**src/rtl/common_pkg.sv**
```systemverilog
// Shared machine-type definitions and raster geometry constants for the
// video timing generator and the CPU clock/contention controller.
package common;

    typedef enum logic [1:0] {
        MACHINE_S48  = 2'd0,
        MACHINE_S128 = 2'd1,
        MACHINE_S3   = 2'd2,
        MACHINE_PENT = 2'd3
    } machine_t;

    typedef struct packed {
        logic [8:0] h_total;
        logic [8:0] v_total;
    } geom_t;

    localparam logic [8:0] H_TOTAL_S48  = 9'd448;
    localparam logic [8:0] H_TOTAL_S128 = 9'd456;
    localparam logic [8:0] H_TOTAL_PENT = 9'd448;
    localparam logic [8:0] V_TOTAL_S48  = 9'd312;
    localparam logic [8:0] V_TOTAL_S128 = 9'd311;
    localparam logic [8:0] V_TOTAL_PENT = 9'd320;

    localparam logic [8:0] HBLANK_BEG = 9'd320;
    localparam logic [8:0] HBLANK_END = 9'd415;
    localparam logic [8:0] HSYNC_BEG  = 9'd328;
    localparam logic [8:0] HSYNC_END  = 9'd359;

    localparam logic [8:0] VBLANK_BEG_128  = 9'd248;
    localparam logic [8:0] VBLANK_END_128  = 9'd255;
    localparam logic [8:0] VSYNC_BEG_128   = 9'd248;
    localparam logic [8:0] VSYNC_END_128   = 9'd251;
    localparam logic [8:0] VBLANK_BEG_PENT = 9'd240;
    localparam logic [8:0] VBLANK_END_PENT = 9'd255;
    localparam logic [8:0] VSYNC_BEG_PENT  = 9'd240;
    localparam logic [8:0] VSYNC_END_PENT  = 9'd243;

    localparam logic [8:0] SCREEN_W = 9'd256;
    localparam logic [8:0] SCREEN_H = 9'd192;

    // S3 shares the 128K frame geometry.
    function automatic geom_t geom(input machine_t m);
        geom_t g;
        case (m)
            MACHINE_S48:  g = '{h_total: H_TOTAL_S48,  v_total: V_TOTAL_S48};
            MACHINE_PENT: g = '{h_total: H_TOTAL_PENT, v_total: V_TOTAL_PENT};
            default:      g = '{h_total: H_TOTAL_S128, v_total: V_TOTAL_S128};
        endcase
        return g;
    endfunction

endpackage

```
**src/rtl/video_timing.sv**
```systemverilog
// Raster counter and decoder: hc/vc at the 7 MHz pixel rate plus contention,
// paper, blanking and sync flags aligned with the counter values they describe.
module video_timing
    import common::*;
#(
    parameter int CONT_ADV = 2
) (
    input  logic       clk28,
    input  logic       rst,
    input  logic       ck7,
    input  machine_t   machine,
    output logic [8:0] hc,
    output logic [8:0] vc,
    output logic       screen_contention,
    output logic       screen,
    output logic       blank,
    output logic       hsync,
    output logic       vsync,
    output logic       frame_start
);

    geom_t      g;
    logic       h_wrap, v_wrap, frame_wrap;
    logic [8:0] hc_d, hc_q, vc_d, vc_q, hcc;
    logic [8:0] vblank_beg, vblank_end, vsync_beg, vsync_end;
    machine_t   machine_d, machine_q;
    logic       cont_d, cont_q, screen_d, screen_q, blank_d, blank_q;
    logic       hsync_d, hsync_q, vsync_d, vsync_q, frame_start_d, frame_start_q;

    always_comb begin
        g          = geom(machine_q);
        h_wrap     = (hc_q == g.h_total - 9'd1);
        v_wrap     = (vc_q == g.v_total - 9'd1);
        frame_wrap = ck7 && h_wrap && v_wrap;

        hc_d      = hc_q;
        vc_d      = vc_q;
        machine_d = machine_q;
        if (ck7) begin
            hc_d = h_wrap ? 9'd0 : hc_q + 9'd1;
            if (h_wrap) begin
                vc_d = v_wrap ? 9'd0 : vc_q + 9'd1;
            end
        end
        // Geometry only changes at 0/0, so a shorter new frame never cuts a line short.
        if (frame_wrap) begin
            machine_d = machine;
        end

        if (machine_d == MACHINE_PENT) begin
            vblank_beg = VBLANK_BEG_PENT;
            vblank_end = VBLANK_END_PENT;
            vsync_beg  = VSYNC_BEG_PENT;
            vsync_end  = VSYNC_END_PENT;
        end else begin
            vblank_beg = VBLANK_BEG_128;
            vblank_end = VBLANK_END_128;
            vsync_beg  = VSYNC_BEG_128;
            vsync_end  = VSYNC_END_128;
        end

        // The advance wraps modulo 512, so the line tail always reads as free.
        hcc = hc_d + 9'(CONT_ADV);

        cont_d        = cont_q;
        screen_d      = screen_q;
        blank_d       = blank_q;
        hsync_d       = hsync_q;
        vsync_d       = vsync_q;
        frame_start_d = frame_wrap;
        if (ck7) begin
            cont_d   = (vc_d < SCREEN_H) && (hcc < SCREEN_W) && (hcc[3:1] < 3'd6);
            screen_d = (hc_d < SCREEN_W) && (vc_d < SCREEN_H);
            blank_d  = ((hc_d >= HBLANK_BEG) && (hc_d <= HBLANK_END)) ||
                       ((vc_d >= vblank_beg) && (vc_d <= vblank_end));
            hsync_d  = (hc_d >= HSYNC_BEG) && (hc_d <= HSYNC_END);
            vsync_d  = (vc_d >= vsync_beg) && (vc_d <= vsync_end);
        end
    end

    always_ff @(posedge clk28) begin
        if (rst) begin
            hc_q          <= 9'd0;
            vc_q          <= 9'd0;
            machine_q     <= machine;
            cont_q        <= 1'b0;
            screen_q      <= 1'b1;
            blank_q       <= 1'b0;
            hsync_q       <= 1'b0;
            vsync_q       <= 1'b0;
            frame_start_q <= 1'b0;
        end else begin
            hc_q          <= hc_d;
            vc_q          <= vc_d;
            machine_q     <= machine_d;
            cont_q        <= cont_d;
            screen_q      <= screen_d;
            blank_q       <= blank_d;
            hsync_q       <= hsync_d;
            vsync_q       <= vsync_d;
            frame_start_q <= frame_start_d;
        end
    end

    assign hc                = hc_q;
    assign vc                = vc_q;
    assign screen_contention = cont_q;
    assign screen            = screen_q;
    assign blank             = blank_q;
    assign hsync             = hsync_q;
    assign vsync             = vsync_q;
    assign frame_start       = frame_start_q;

endmodule

```
**config.mk**
```make
export PLATFORM = sky130hd
export DESIGN_NAME = video_timing
export DESIGN_NICKNAME = d
export VERILOG_FILES = /design/src/rtl/common_pkg.sv /design/src/rtl/video_timing.sv
export SDC_FILE = /design/constraint.sdc
export NUM_CORES = 1
export LEC_CHECK = 0
export CORE_MARGIN = 1.5
export CORE_UTILIZATION = 48
export CTS_CLUSTER_DIAMETER = 200
export DETAILED_ROUTE_END_ITERATION = 10
export GPL_ROUTABILITY_DRIVEN = 0
export GPL_TIMING_DRIVEN = 0
export PLACE_DENSITY_LB_ADDON = 0.15
export SYNTH_ARGS = -nofsm -noshare
export SYNTH_HDL_FRONTEND = slang
export SYNTH_SLANG_ARGS = --single-unit
```
**constraint.sdc**
```tcl
create_clock -name clk28 -period 2.9 [get_ports clk28]
set_clock_uncertainty 0.05 [all_clocks]
set_input_delay 0.435 -clock clk28 [delete_from_list [all_inputs] [get_ports clk28]]
set_output_delay 0.435 -clock clk28 [all_outputs]
set_load 0.005 [all_outputs]
```
==> After elaboration in Yosys (flattened, before gate mapping) <==
Cells that the tools add are included.
{ "totals": {"input_bits": 5, "word_cells": 50, "reg_bits": 26} }
{ "classes": {"eq_ne": 4, "add_sub_neg": 5, "mux": 10, "n_lt_le_gt_ge": 11, "n_reduce_logical": 11} }
{ "ops": {"columns": ["operator", "n"], "rows": [
  ["9-bit two-way mux", 5],
  ["13-bit one-hot mux with 2 select lines", 1],
  ["9-bit by 1-bit adder with 9-bit output, second input constant", 2],
  ["9-bit == test", 2],
  ["9-bit >= comparator, second input constant", 2],
  ["9-bit <= comparator, second input constant", 2],
  ["9-bit < comparator, second input constant", 2],
  ["9-bit by 1-bit subtractor with 9-bit output, second input constant", 2],
  ["9-bit by 2-bit adder with 9-bit output, second input constant", 1],
  ["9-bit >= comparator", 1],
  ["9-bit by 8-bit <= comparator with 1-bit output, second input constant", 1],
  ["9-bit <= comparator", 1],
  ["1-bit logical AND", 9],
  ["9-bit by 8-bit < comparator with 1-bit output, second input constant", 1],
  ["4-bit two-way mux", 2],
  ["2-bit == test, second input constant", 2],
  ["2-bit two-way mux", 2],
  ["3-bit < comparator, second input constant", 1],
  ["2-bit logical NOT", 1],
  ["1-bit logical OR", 1]
]} }

==> Depth between registers and ports, before layout <==
Gate-level depths: netlist of run 1.
{ "logic_depth": {"word_depth": 12, "ltp_mapped": 15, "mapped_depth_nobuf": 15} }

==> Worst setup path before layout of run 1 <==
Ideal clock, no wire load.
{ "synth_timing": {"path_type": "register -> register", "start": "register machine_q[0]", "end": "register vsync_q, in the netlist vsync", "synth_period_minus_slack_ps": 3206, "t_arrival_ps": 3061, "path_slack_ps": -306, "t_required_ps": 2754, "setup_time_ps": 96, "path_stages_with_launch": 13, "path_cell_list": "dfxtp_1 > ha_1 > or3b_1 > o22a_2 > nor2_1 > clkbuf_1 > nand2_1 > nand2_1 > o31ai_1 > ha_1 > o21ai_0 > a211o_1 > o41ai_2"} }
{ "synth_between": {"word_cells_on_any_way": 19, "cone_classes": "add/sub (2); order compare (2); eq/ne (4); mux (7); reduce/logical (4)"} }
{ "synth_lines": {"columns": ["element", "line_no", "text"], "rows": [
  ["start: declaration", "video_timing.sv:26", "machine_t machine_d, machine_q;"],
  ["start signal: assignment", "video_timing.sv:85", "machine_q <= machine;"],
  ["start signal: assignment", "video_timing.sv:95", "machine_q <= machine_d;"],
  ["2-bit == test or 2-bit logical NOT (tied branches)", "common_pkg.sv:44", "case (m)"],
  ["13-bit one-hot mux with 2 select lines (*)", "common_pkg.sv:44", null],
  ["9-bit by 1-bit subtractor with 9-bit output", "video_timing.sv:33", "v_wrap = (vc_q == g.v_total - 9'd1);"],
  ["9-bit == test", "video_timing.sv:33", null],
  ["9-bit two-way mux", "video_timing.sv:42", "vc_d = v_wrap ? 9'd0 : vc_q + 9'd1;"],
  ["9-bit two-way mux (*)", "video_timing.sv:41", "if (h_wrap) begin"],
  ["9-bit two-way mux (*)", "video_timing.sv:39", "if (ck7) begin"],
  ["via vc_d[3]", "video_timing.sv:24", "logic [8:0] hc_d, hc_q, vc_d, vc_q, hcc;"],
  ["9-bit >= comparator or 9-bit <= comparator (tied branches)", "video_timing.sv:77", "vsync_d = (vc_d >= vsync_beg) && (vc_d <= vsync_end);"],
  ["1-bit logical AND (*)", "video_timing.sv:77", null],
  ["end signal: assignment", "video_timing.sv:100", "vsync_q <= vsync_d;"],
  ["end: declaration", "video_timing.sv:28", "logic hsync_d, hsync_q, vsync_d, vsync_q, frame_start_d, frame_start_q;"]
]} }
The timed path passes the listed nets; every way through them passes the cells marked *.
A chain may end at the register's enable or synchronous reset.

==> Worst setup path in the final report of run 1 <==
{ "layout_timing": {"start": "register machine_q[0]", "end": "register vsync_q, in the netlist vsync"} }
{ "layout_between": {"elab_chain_len": 11, "word_cells_on_any_way": 19, "cone_classes": "add/sub (2); order compare (2); eq/ne (4); mux (7); reduce/logical (4)"} }
{ "layout_lines": {"columns": ["element", "line_no", "text"], "rows": [
  ["2-bit == test or 2-bit logical NOT (tied branches)", "common_pkg.sv:44", null],
  ["13-bit one-hot mux with 2 select lines", "common_pkg.sv:44", null],
  ["9-bit by 1-bit subtractor with 9-bit output", "video_timing.sv:32", "h_wrap = (hc_q == g.h_total - 9'd1);"],
  ["9-bit == test", "video_timing.sv:32", null],
  ["1-bit logical AND (2 in series)", "video_timing.sv:34", "frame_wrap = ck7 && h_wrap && v_wrap;"],
  ["2-bit two-way mux", "video_timing.sv:46", "if (frame_wrap) begin"],
  ["2-bit == test", "video_timing.sv:50", "if (machine_d == MACHINE_PENT) begin"],
  ["4-bit two-way mux", "video_timing.sv:50", null],
  ["9-bit >= comparator or 9-bit <= comparator (tied branches)", "video_timing.sv:77", null],
  ["1-bit logical AND (*)", "video_timing.sv:77", null]
]} }
Mark *: on every way between the ends. The rest lies on a longest branch, timed or not.

==> results of run 1 <==
## synth_stat cells (all sizes together), types with 6 or more instances
master,instances,area (um^2)
a21oi,8,40.0
nor2,27,101
ha,10,125
inv,8,30.0
nand2,25,93.8
o21ai,10,50.1
xor2,10,87.6
dfxtp,26,521
nor3b,6,45.0
nand3,16,80.1
xnor2,12,105
clkbuf,8,30.0
nor3,10,50.1
## metrics by stage
step / setup WS [ns] / TNS [ns] / utilization (%)
global placement: -0.425 / -0.795 / 62.1
floorplan: 0.00607 / 0 / -
detailed placement: -0.412 / -0.772 / 62.1
CTS: -0.110 / -0.189 / 66.2
global route: -0.291 / -0.519 / 67.4
finish: -0.137 / -0.198 / 67.4
## power breakdown
part / switching, W / leakage (nW) / internal [W]
Combinational: 0.0000486 / 0.606 / 0.0000527
Sequential: 0.00000899 / 0.212 / 0.000366
Clock: 0.000114 / 0.0279 / 0.000140
## cell type report
| type | instances | area, um^2 |
|---|---|---|
| well taps | 46 | 57.6 |
| clock inverters | 1 | 30.0 |
| multi-input cells | 180 | 1210 |
| clock buffers | 3 | 22.5 |
| plain buffers | 10 | 68.8 |
| fillers | 301 | 1110 |
| repair buffers | 38 | 353 |
| inverters | 8 | 30.0 |
| flip-flops and latches | 26 | 528 |
## per-layer routing
metal / part of all wire, % / vias to the layer above / global-route usage, % / wire length, um
li1: - / 871 / - / -
met1: 48 / 795 / 35.3 / 2230
met2: 44 / 78 / 34.5 / 2040
met3: 6.6 / 7 / 2.50 / 306
met4: 1.2 / 0 / 5.98 / 54
met5: 0 / - / 0 / 0
## kinds of logic after synthesis
logic type | count (synthesis) | synth area share [%]
DFF | 26 | 29.7
buffers and inverters | 19 | 5.14
and+or+nand+nor | 107 | 30.9
adders and majority gates | 10 | 7.13
muxes | 2 | 1.28
xor gates and xnor gates | 22 | 11.0
AOI/OAI and AO/OA | 39 | 14.9
## flip-flops by register name, indices dropped and copies added, names as in the netlist
name	cells
screen	1
machine_q	2
vc	9
screen_contention	1
vsync	1
blank	1
frame_start	1
hc	9
hsync	1
## what timing repair did
| item | in CTS | in global routing |
|---|---|---|
| resized for setup | 5 | 9 |
| buffers inserted | 9 | 2 |
| pin swaps | 10 | 4 |
| endpoints found under the setup margin | 2 | 5 |
## worst max-delay path by stage
stage / end / slack (ns)
2_1_floorplan: vsync / 0.006
3_3_place_gp: vsync / -0.43
3_5_place_dp: vsync / -0.41
4_1_cts: vsync / -0.11
5_1_grt: vsync / -0.29
6_report: vsync / -0.14
==> report_table.html, run 1 <==
<table>
<tr><th>Metric</th><th>Value</th></tr>
<tr><th colspan="2">Routing</th></tr>
<tr><td>Routed wire length</td><td>4620 um</td></tr>
<tr><td>Violation count after the first detailed-route iteration</td><td>116</td></tr>
<tr><td>Drt pass-1 iters</td><td>5</td></tr>
<tr><td>Detailed-route vias per instance</td><td>5.61</td></tr>
<tr><td>Post-route ant nets</td><td>0</td></tr>
<tr><td>Routed len/inst</td><td>14.8 um</td></tr>
<tr><td>Remaining design rule violation count</td><td>0</td></tr>
<tr><td>Via count</td><td>1751</td></tr>
<tr><th colspan="2">Synth</th></tr>
<tr><td>Number of warning messages in the yosys log</td><td>0</td></tr>
<tr><td>Number of synthesized register bits</td><td>26</td></tr>
<tr><td>Number of unique standard cell types used by synthesis</td><td>46</td></tr>
<tr><td>Main synth FF type</td><td>sky130_fd_sc_hd__dfxtp_1</td></tr>
<tr><td>Cell area after synthesis</td><td>1750 um^2</td></tr>
<tr><td>Number of enable flip-flop cells after synthesis</td><td>0</td></tr>
<tr><td>Share of synthesized area occupied by flip-flops and latches</td><td>29.7%</td></tr>
<tr><td>Post-synth net total</td><td>240</td></tr>
<tr><td>Number of cells produced by synthesis</td><td>225</td></tr>
<tr><td>Proportion of synthesized flip-flops having asynchronous set or reset</td><td>0%</td></tr>
<tr><td>Synthesized area divided by synthesized cell count</td><td>7.80 um^2</td></tr>
<tr><th colspan="2">Worst setup path</th></tr>
<tr><td>Startpoint type of the worst setup path</td><td>register</td></tr>
<tr><td>Launching point of the worst reg2reg path</td><td>machine_q[0]</td></tr>
<tr><td>WP data required</td><td>3.10 ns</td></tr>
<tr><td>Cell-by-cell listing of the critical path</td><td>ha_4 &gt; or3b_4 &gt; o22a_4 &gt; nor2_4 &gt; and2_4 &gt; nand3_2 &gt; o21a_1 &gt; ha_2 &gt; or3_1 &gt; a211o_1 &gt; o41ai_2</td></tr>
<tr><td>Path type of the worst setup path</td><td>register to register</td></tr>
<tr><td>Arrival time at the worst endpoint</td><td>3.23 ns</td></tr>
<tr><td>CP Capture Type</td><td>register</td></tr>
<tr><td>Number of logic stages on the critical path including buffering</td><td>11</td></tr>
<tr><td>Register-to-register setup slack</td><td>-0.14 ns</td></tr>
<tr><td>Critical path buffers and inverters</td><td>0</td></tr>
<tr><td>Timing startpoint of the critical path</td><td>machine_q[0]</td></tr>
<tr><td>End of the worst register-to-register path</td><td>vsync</td></tr>
<tr><td>Depth of the most critical reg-to-reg path</td><td>11</td></tr>
<tr><td>Maximum single-stage delay on the critical path</td><td>0.41 ns</td></tr>
<tr><td>Cell type group with the largest total delay on the critical path</td><td>simple AND/OR/NAND/NOR gates</td></tr>
<tr><td>Max FO, Critical Path</td><td>5</td></tr>
<tr><td>Cell at the slowest stage of the critical path</td><td>sky130_fd_sc_hd__or3b_4</td></tr>
<tr><th colspan="2">GRT</th></tr>
<tr><td>Maximum number of pins on one net before global-route repair</td><td>16</td></tr>
<tr><td>Total congestion overflow</td><td>0</td></tr>
<tr><td>Total routing usage reported by global routing</td><td>23.2%</td></tr>
<tr><td>Vias in the first global route</td><td>1535</td></tr>
<tr><td>First-pass GRT wire length</td><td>7530 um</td></tr>
<tr><td>Initial antenna violation count</td><td>0</td></tr>
<tr><th colspan="2">CTS</th></tr>
<tr><td>Total CTS buffers</td><td>3</td></tr>
<tr><td>Clock tree from TritonCTS</td><td>built</td></tr>
<tr><td>Buffer levels on the longest clock path</td><td>2</td></tr>
<tr><td>Clk sink count</td><td>26</td></tr>
<tr><td>Clock root cell</td><td>sky130_fd_sc_hd__clkbuf_4</td></tr>
<tr><td>Hold buffer count at cts</td><td>0</td></tr>
<tr><td>Number of levels the H-tree was split into</td><td>1</td></tr>
<tr><td>Clock latency reported for the late side of the worst-skew pair</td><td>0.34 ns</td></tr>
<tr><td>Clock transition at the register clock pins on the worst setup and hold paths after CTS</td><td>0.15 ns</td></tr>
<tr><th colspan="2">STA</th></tr>
<tr><td>Final min period</td><td>3.04 ns</td></tr>
<tr><td>Number of max-slew violations in the final report</td><td>0</td></tr>
<tr><td>Number of setup violations in the final report</td><td>2</td></tr>
<tr><td>Final worst hold slack</td><td>0.236 ns</td></tr>
<tr><td>RSZ-0062 raised after global routing</td><td>yes</td></tr>
<tr><td>Tcrit/Tclk final</td><td>105%</td></tr>
<tr><td>Final setup slack of the worst path</td><td>-0.137 ns</td></tr>
<tr><td>Fmax</td><td>329 MHz</td></tr>
<tr><td>Relative slew slack</td><td>48.8%</td></tr>
<tr><td>Worst-Margin Slew</td><td>0.760 ns</td></tr>
<tr><td>Final Hold Violating Endpoints</td><td>0</td></tr>
<tr><th colspan="2">Power</th></tr>
<tr><td>Total power divided by cell area</td><td>317 nW/um^2</td></tr>
<tr><td>Total design power</td><td>0.000730 W</td></tr>
<tr><td>Static leakage</td><td>0.846 nW</td></tr>
<tr><td>IR drop worst, VDD</td><td>149 uV</td></tr>
<tr><th colspan="2">Finish</th></tr>
<tr><td>Number of standard cells in the layout, taps in and fillers out</td><td>312</td></tr>
<tr><td>Post-route standard cell area excluding fillers</td><td>2300 um^2</td></tr>
<tr><td>P&amp;R area growth vs syn</td><td>31.3%</td></tr>
<tr><td>Proportion of layout cells with a drive suffix above 1</td><td>15.0%</td></tr>
<tr><td>Most frequent cells in the layout</td><td>sky130_fd_sc_hd__clkdlybuf4s50_1, sky130_fd_sc_hd__nor2_1, sky130_fd_sc_hd__nand2_1, sky130_fd_sc_hd__dfxtp_1, sky130_fd_sc_hd__nand3_1</td></tr>
<tr><td>Nets</td><td>282</td></tr>
<tr><td>Ant. Diodes</td><td>0</td></tr>
<tr><td>Most common cell after layout, fill and taps aside</td><td>sky130_fd_sc_hd__clkdlybuf4s50_1</td></tr>
<tr><th colspan="2">Run</th></tr>
<tr><td>Number of maximum-capacitance violations</td><td>0</td></tr>
<tr><th colspan="2">Die</th></tr>
<tr><td>Die outline height</td><td>63.5 um</td></tr>
<tr><td>I/O pins</td><td>29</td></tr>
<tr><td>Initial Utilization</td><td>51.4%</td></tr>
<tr><td>X dimension of the die</td><td>63.5 um</td></tr>
<tr><td>Die Area</td><td>4030 um^2</td></tr>
<tr><td>Placeable core region</td><td>3420 um^2</td></tr>
<tr><td>Num rows</td><td>21</td></tr>
<tr><th colspan="2">Hold path</th></tr>
<tr><td>End point of the most critical hold path</td><td>blank</td></tr>
<tr><td>Path type of the worst min-delay path</td><td>primary input to register</td></tr>
<tr><td>HP Start</td><td>rst</td></tr>
<tr><td>Number of stages on the worst hold path</td><td>2</td></tr>
<tr><th colspan="2">Place</th></tr>
<tr><td>Number of instances in the placed design</td><td>298</td></tr>
<tr><td>Final HPWL from detailed placement</td><td>3070 um</td></tr>
<tr><td>Count of buffers from port buffering</td><td>27</td></tr>
<tr><td>Post-placement cell area</td><td>2120 um^2</td></tr>
<tr><th colspan="2">Run status</th></tr>
<tr><td>Violations in the final reports</td><td>negative setup slack</td></tr>
<tr><td>Status</td><td>complete, but fails checks</td></tr>
</table>
Power figures use the tool's default switching activity.
==> inputs of run 2 (changes only) <==
--- a/config.mk
+++ b/config.mk
@@ -5,12 +5,13 @@
 export SDC_FILE = /design/constraint.sdc
 export NUM_CORES = 1
 export LEC_CHECK = 0
+export CORE_ASPECT_RATIO = 2
 export CORE_MARGIN = 1.5
 export CORE_UTILIZATION = 48
 export CTS_CLUSTER_DIAMETER = 200
+export CTS_CLUSTER_SIZE = 30
 export DETAILED_ROUTE_END_ITERATION = 10
 export GPL_ROUTABILITY_DRIVEN = 0
-export GPL_TIMING_DRIVEN = 0
 export PLACE_DENSITY_LB_ADDON = 0.15
 export SYNTH_ARGS = -nofsm -noshare
 export SYNTH_HDL_FRONTEND = slang
==> run 2 against run 1 <==
Against the previous run: the flow still finishes with violations (negative setup slack); clock power is 17% lower; first-iteration DRC count down 37%; setup slack improved by 0.044 ns; sequential power about the same; via count grew 7.1%; critical path type unchanged; highest routed layer unchanged.
==> report_table.html, run 2 (synthesis gave the netlist of run 1 again) <==
<table>
<tr><th>Metric</th><th>Value</th></tr>
<tr><th colspan="2">Worst setup path</th></tr>
<tr><td>Maximum single-stage delay on the critical path</td><td>0.41 ns (about the same)</td></tr>
<tr><td>Launching point of the worst reg2reg path</td><td>machine_q[0] (unchanged)</td></tr>
<tr><td>Arrival time at the worst endpoint</td><td>3.13 ns (was 3.23 ns)</td></tr>
<tr><td>Critical path destination</td><td>blank (was vsync)</td></tr>
<tr><td>Max FO, Critical Path</td><td>4 (was 5)</td></tr>
<tr><td>Path type of the worst setup path</td><td>register to register (unchanged)</td></tr>
<tr><td>CP Capture Type</td><td>register (unchanged)</td></tr>
<tr><td>Depth of the most critical reg-to-reg path</td><td>12 (was 11)</td></tr>
<tr><td>Cell-by-cell listing of the critical path</td><td>ha_4 &gt; or3b_4 &gt; o22a_4 &gt; nor2_4 &gt; buf_4 &gt; nand2_1 &gt; nand2_1 &gt; o31ai_2 &gt; ha_4 &gt; o21ai_0 &gt; a211o_1 &gt; a311oi_1 (was ha_4 &gt; or3b_4 &gt; o22a_4 &gt; nor2_4 &gt; and2_4 &gt; nand3_2 &gt; o21a_1 &gt; ha_2 &gt; or3_1 &gt; a211o_1 &gt; o41ai_2)</td></tr>
<tr><td>WP data required</td><td>3.04 ns (was 3.10 ns)</td></tr>
<tr><td>Number of logic stages on the critical path including buffering</td><td>12 (was 11)</td></tr>
<tr><td>Register-to-register setup slack</td><td>-0.09 ns (was -0.14 ns)</td></tr>
<tr><td>Critical path buffers and inverters</td><td>1 (was 0)</td></tr>
<tr><td>Cell type group with the largest total delay on the critical path</td><td>compound AO/OA/AOI/OAI gates (was simple AND/OR/NAND/NOR gates)</td></tr>
<tr><td>End of the worst register-to-register path</td><td>blank (was vsync)</td></tr>
<tr><td>Startpoint type of the worst setup path</td><td>register (unchanged)</td></tr>
<tr><td>Cell at the slowest stage of the critical path</td><td>sky130_fd_sc_hd__or3b_4 (unchanged)</td></tr>
<tr><td>Timing startpoint of the critical path</td><td>machine_q[0] (unchanged)</td></tr>
<tr><th colspan="2">Die</th></tr>
<tr><td>I/O pins</td><td>29 (unchanged)</td></tr>
<tr><td>X dimension of the die</td><td>45.7 um (was 63.5 um)</td></tr>
<tr><td>Num rows</td><td>30 (was 21)</td></tr>
<tr><td>Die outline height</td><td>88.5 um (was 63.5 um)</td></tr>
<tr><td>Initial Utilization</td><td>50.8% (was 51.4%)</td></tr>
<tr><td>Placeable core region</td><td>3450 um^2 (was 3420 um^2)</td></tr>
<tr><td>Die Area</td><td>4050 um^2 (was 4030 um^2)</td></tr>
<tr><th colspan="2">STA</th></tr>
<tr><td>Tcrit/Tclk final</td><td>103% (was 105%)</td></tr>
<tr><td>Fmax</td><td>334 MHz (was 329 MHz)</td></tr>
<tr><td>Relative slew slack</td><td>59.9% (was 48.8%)</td></tr>
<tr><td>Number of setup violations in the final report</td><td>2 (unchanged)</td></tr>
<tr><td>Worst-Margin Slew</td><td>0.595 ns (was 0.760 ns)</td></tr>
<tr><td>Number of max-slew violations in the final report</td><td>0 (unchanged)</td></tr>
<tr><td>RSZ-0062 raised after global routing</td><td>yes (unchanged)</td></tr>
<tr><td>Final Hold Violating Endpoints</td><td>0 (unchanged)</td></tr>
<tr><td>Final setup slack of the worst path</td><td>-0.0929 ns (was -0.137 ns)</td></tr>
<tr><td>Final min period</td><td>2.99 ns (was 3.04 ns)</td></tr>
<tr><td>Final worst hold slack</td><td>0.417 ns (was 0.236 ns)</td></tr>
<tr><th colspan="2">CTS</th></tr>
<tr><td>Total CTS buffers</td><td>3 (unchanged)</td></tr>
<tr><td>Clock transition at the register clock pins on the worst setup and hold paths after CTS</td><td>0.09 ns (was 0.15 ns)</td></tr>
<tr><td>Clock tree from TritonCTS</td><td>built (unchanged)</td></tr>
<tr><td>Buffer levels on the longest clock path</td><td>2 (unchanged)</td></tr>
<tr><td>Clk sink count</td><td>26 (unchanged)</td></tr>
<tr><td>Hold buffer count at cts</td><td>0 (unchanged)</td></tr>
<tr><td>Number of levels the H-tree was split into</td><td>1 (unchanged)</td></tr>
<tr><td>Clock root cell</td><td>sky130_fd_sc_hd__clkbuf_8 (was sky130_fd_sc_hd__clkbuf_4)</td></tr>
<tr><td>Clock latency reported for the late side of the worst-skew pair</td><td>0.28 ns (was 0.34 ns)</td></tr>
<tr><th colspan="2">Finish</th></tr>
<tr><td>Ant. Diodes</td><td>0 (unchanged)</td></tr>
<tr><td>Register area</td><td>528 um^2 (unchanged)</td></tr>
<tr><td>Nets</td><td>300 (was 282)</td></tr>
<tr><td>P&amp;R area growth vs syn</td><td>40.1% (was 31.3%)</td></tr>
<tr><td>Proportion of layout cells with a drive suffix above 1</td><td>23.0% (was 15.0%)</td></tr>
<tr><td>Final Util</td><td>71.2% (was 67.4%)</td></tr>
<tr><td>Number of inserted filler cells in the final layout</td><td>313 (was 301)</td></tr>
<tr><td>Multi-input gate area</td><td>1230 um^2 (was 1210 um^2)</td></tr>
<tr><td>Most frequent cells in the layout</td><td>sky130_fd_sc_hd__buf_4, sky130_fd_sc_hd__clkdlybuf4s50_1, sky130_fd_sc_hd__nor2_1, sky130_fd_sc_hd__nand2_1, sky130_fd_sc_hd__dfxtp_1 (was sky130_fd_sc_hd__clkdlybuf4s50_1, sky130_fd_sc_hd__nor2_1, sky130_fd_sc_hd__nand2_1, sky130_fd_sc_hd__dfxtp_1, sky130_fd_sc_hd__nand3_1)</td></tr>
<tr><td>Most common cell after layout, fill and taps aside</td><td>sky130_fd_sc_hd__buf_4 (was sky130_fd_sc_hd__clkdlybuf4s50_1)</td></tr>
<tr><td>Number of standard cells in the layout, taps in and fillers out</td><td>331 (was 312)</td></tr>
<tr><th colspan="2">Power</th></tr>
<tr><td>Static leakage</td><td>0.937 nW (was 0.846 nW)</td></tr>
<tr><td>IR drop worst, VDD</td><td>359 uV (was 149 uV)</td></tr>
<tr><td>Total power divided by cell area</td><td>286 nW/um^2 (was 317 nW/um^2)</td></tr>
<tr><th colspan="2">GRT</th></tr>
<tr><td>Initial antenna violation count</td><td>0 (unchanged)</td></tr>
<tr><td>Total routing usage reported by global routing</td><td>26.7% (was 23.2%)</td></tr>
<tr><td>Maximum number of pins on one net before global-route repair</td><td>20 (was 16)</td></tr>
<tr><td>First-pass GRT wire length</td><td>8010 um (was 7530 um)</td></tr>
<tr><td>Total congestion overflow</td><td>0 (unchanged)</td></tr>
<tr><td>Vias in the first global route</td><td>1878 (was 1535)</td></tr>
<tr><th colspan="2">Place</th></tr>
<tr><td>Final HPWL from detailed placement</td><td>3860 um (was 3070 um)</td></tr>
<tr><td>Pre-CTS setup slack</td><td>-0.181 ns (was -0.412 ns)</td></tr>
<tr><td>Count of buffers from port buffering</td><td>28 (was 27)</td></tr>
<tr><td>Number of instances in the placed design</td><td>321 (was 298)</td></tr>
<tr><th colspan="2">Run status</th></tr>
<tr><td>Violations in the final reports</td><td>negative setup slack (unchanged)</td></tr>
<tr><td>Status</td><td>complete, but fails checks (unchanged)</td></tr>
<tr><th colspan="2">Hold path</th></tr>
<tr><td>Path type of the worst min-delay path</td><td>register to register (was primary input to register)</td></tr>
<tr><td>Number of stages on the worst hold path</td><td>2 (unchanged)</td></tr>
<tr><th colspan="2">Run</th></tr>
<tr><td>Number of maximum-capacitance violations</td><td>0 (unchanged)</td></tr>
<tr><th colspan="2">Routing</th></tr>
<tr><td>Routed wire length</td><td>5110 um (was 4620 um)</td></tr>
<tr><td>Post-route ant nets</td><td>0 (unchanged)</td></tr>
<tr><td>Violation count after the first detailed-route iteration</td><td>73 (was 116)</td></tr>
<tr><td>Drt pass-1 iters</td><td>4 (was 5)</td></tr>
<tr><td>Routed len/inst</td><td>15.4 um (was 14.8 um)</td></tr>
<tr><td>Remaining design rule violation count</td><td>0 (unchanged)</td></tr>
<tr><td>Detailed-route vias per instance</td><td>5.66 (was 5.61)</td></tr>
<tr><td>Via count</td><td>1875 (was 1751)</td></tr>
</table>
run 2: tightest hold or removal path: stages, from the launching register on:
cell and delay, ns:
sky130_fd_sc_hd__dfxtp_1 0.34, sky130_fd_sc_hd__nand2_1 0.04, sky130_fd_sc_hd__o21ai_0 0.06
run 2: worst min path at each step:
stage | end | slack [ns] | from
final | hsync | 0.42 | hsync
after global routing | screen_contention | 0.46 | screen_contention
after CTS | hsync | 0.43 | hsync
after detailed placement | hsync | 0.40 | hsync
after global placement | hsync | 0.40 | hsync
after floorplan | hsync | 0.40 | hsync
run 2: where the power goes:
group / leakage, nW / switching [W] / internal [W]
logic: 0.704 / 0.0000559 / 0.0000630
clock network: 0.0216 / 0.000117 / 0.0000934
registers: 0.212 / 0.00000697 / 0.000365
total: 0.937 / 0.000180 / 0.000522
run 2: metal layers:
layer	share of wire (%)	vias to the layer above	track usage, %
met3	3.5	29	2.65
li1	-	913	-
met5	0	-	0
met2	56	60	47.8
met1	34	873	26.3
met4	6.1	0	20.5
run 2: repair_timing:
item	4_1_cts	5_1_grt
gates resized for setup	7	5
pin swaps	11	3
setup endpoints to repair	2	2
setup buffers	4	3
run 2: area by class of cell:
class / count / area share [%]
repair buffers: 66 / 23.0
inverters: 8 / 1.22
clock buffers: 3 / 1.68
well taps: 48 / 2.44
flip-flops and latches: 26 / 21.5
multi-input cells: 180 / 50.2
run 2: stage by stage:
step / area [um^2] / setup TNS, ns / total power (W)
floorplan: 1790 / 0 / 0.000441
global placement: 2310 / -0.224 / 0.000487
detailed placement: 2310 / -0.318 / 0.000489
CTS: 2420 / -0.0715 / 0.000698
global route: 2460 / -0.419 / 0.000731
finish: 2460 / -0.148 / 0.000702
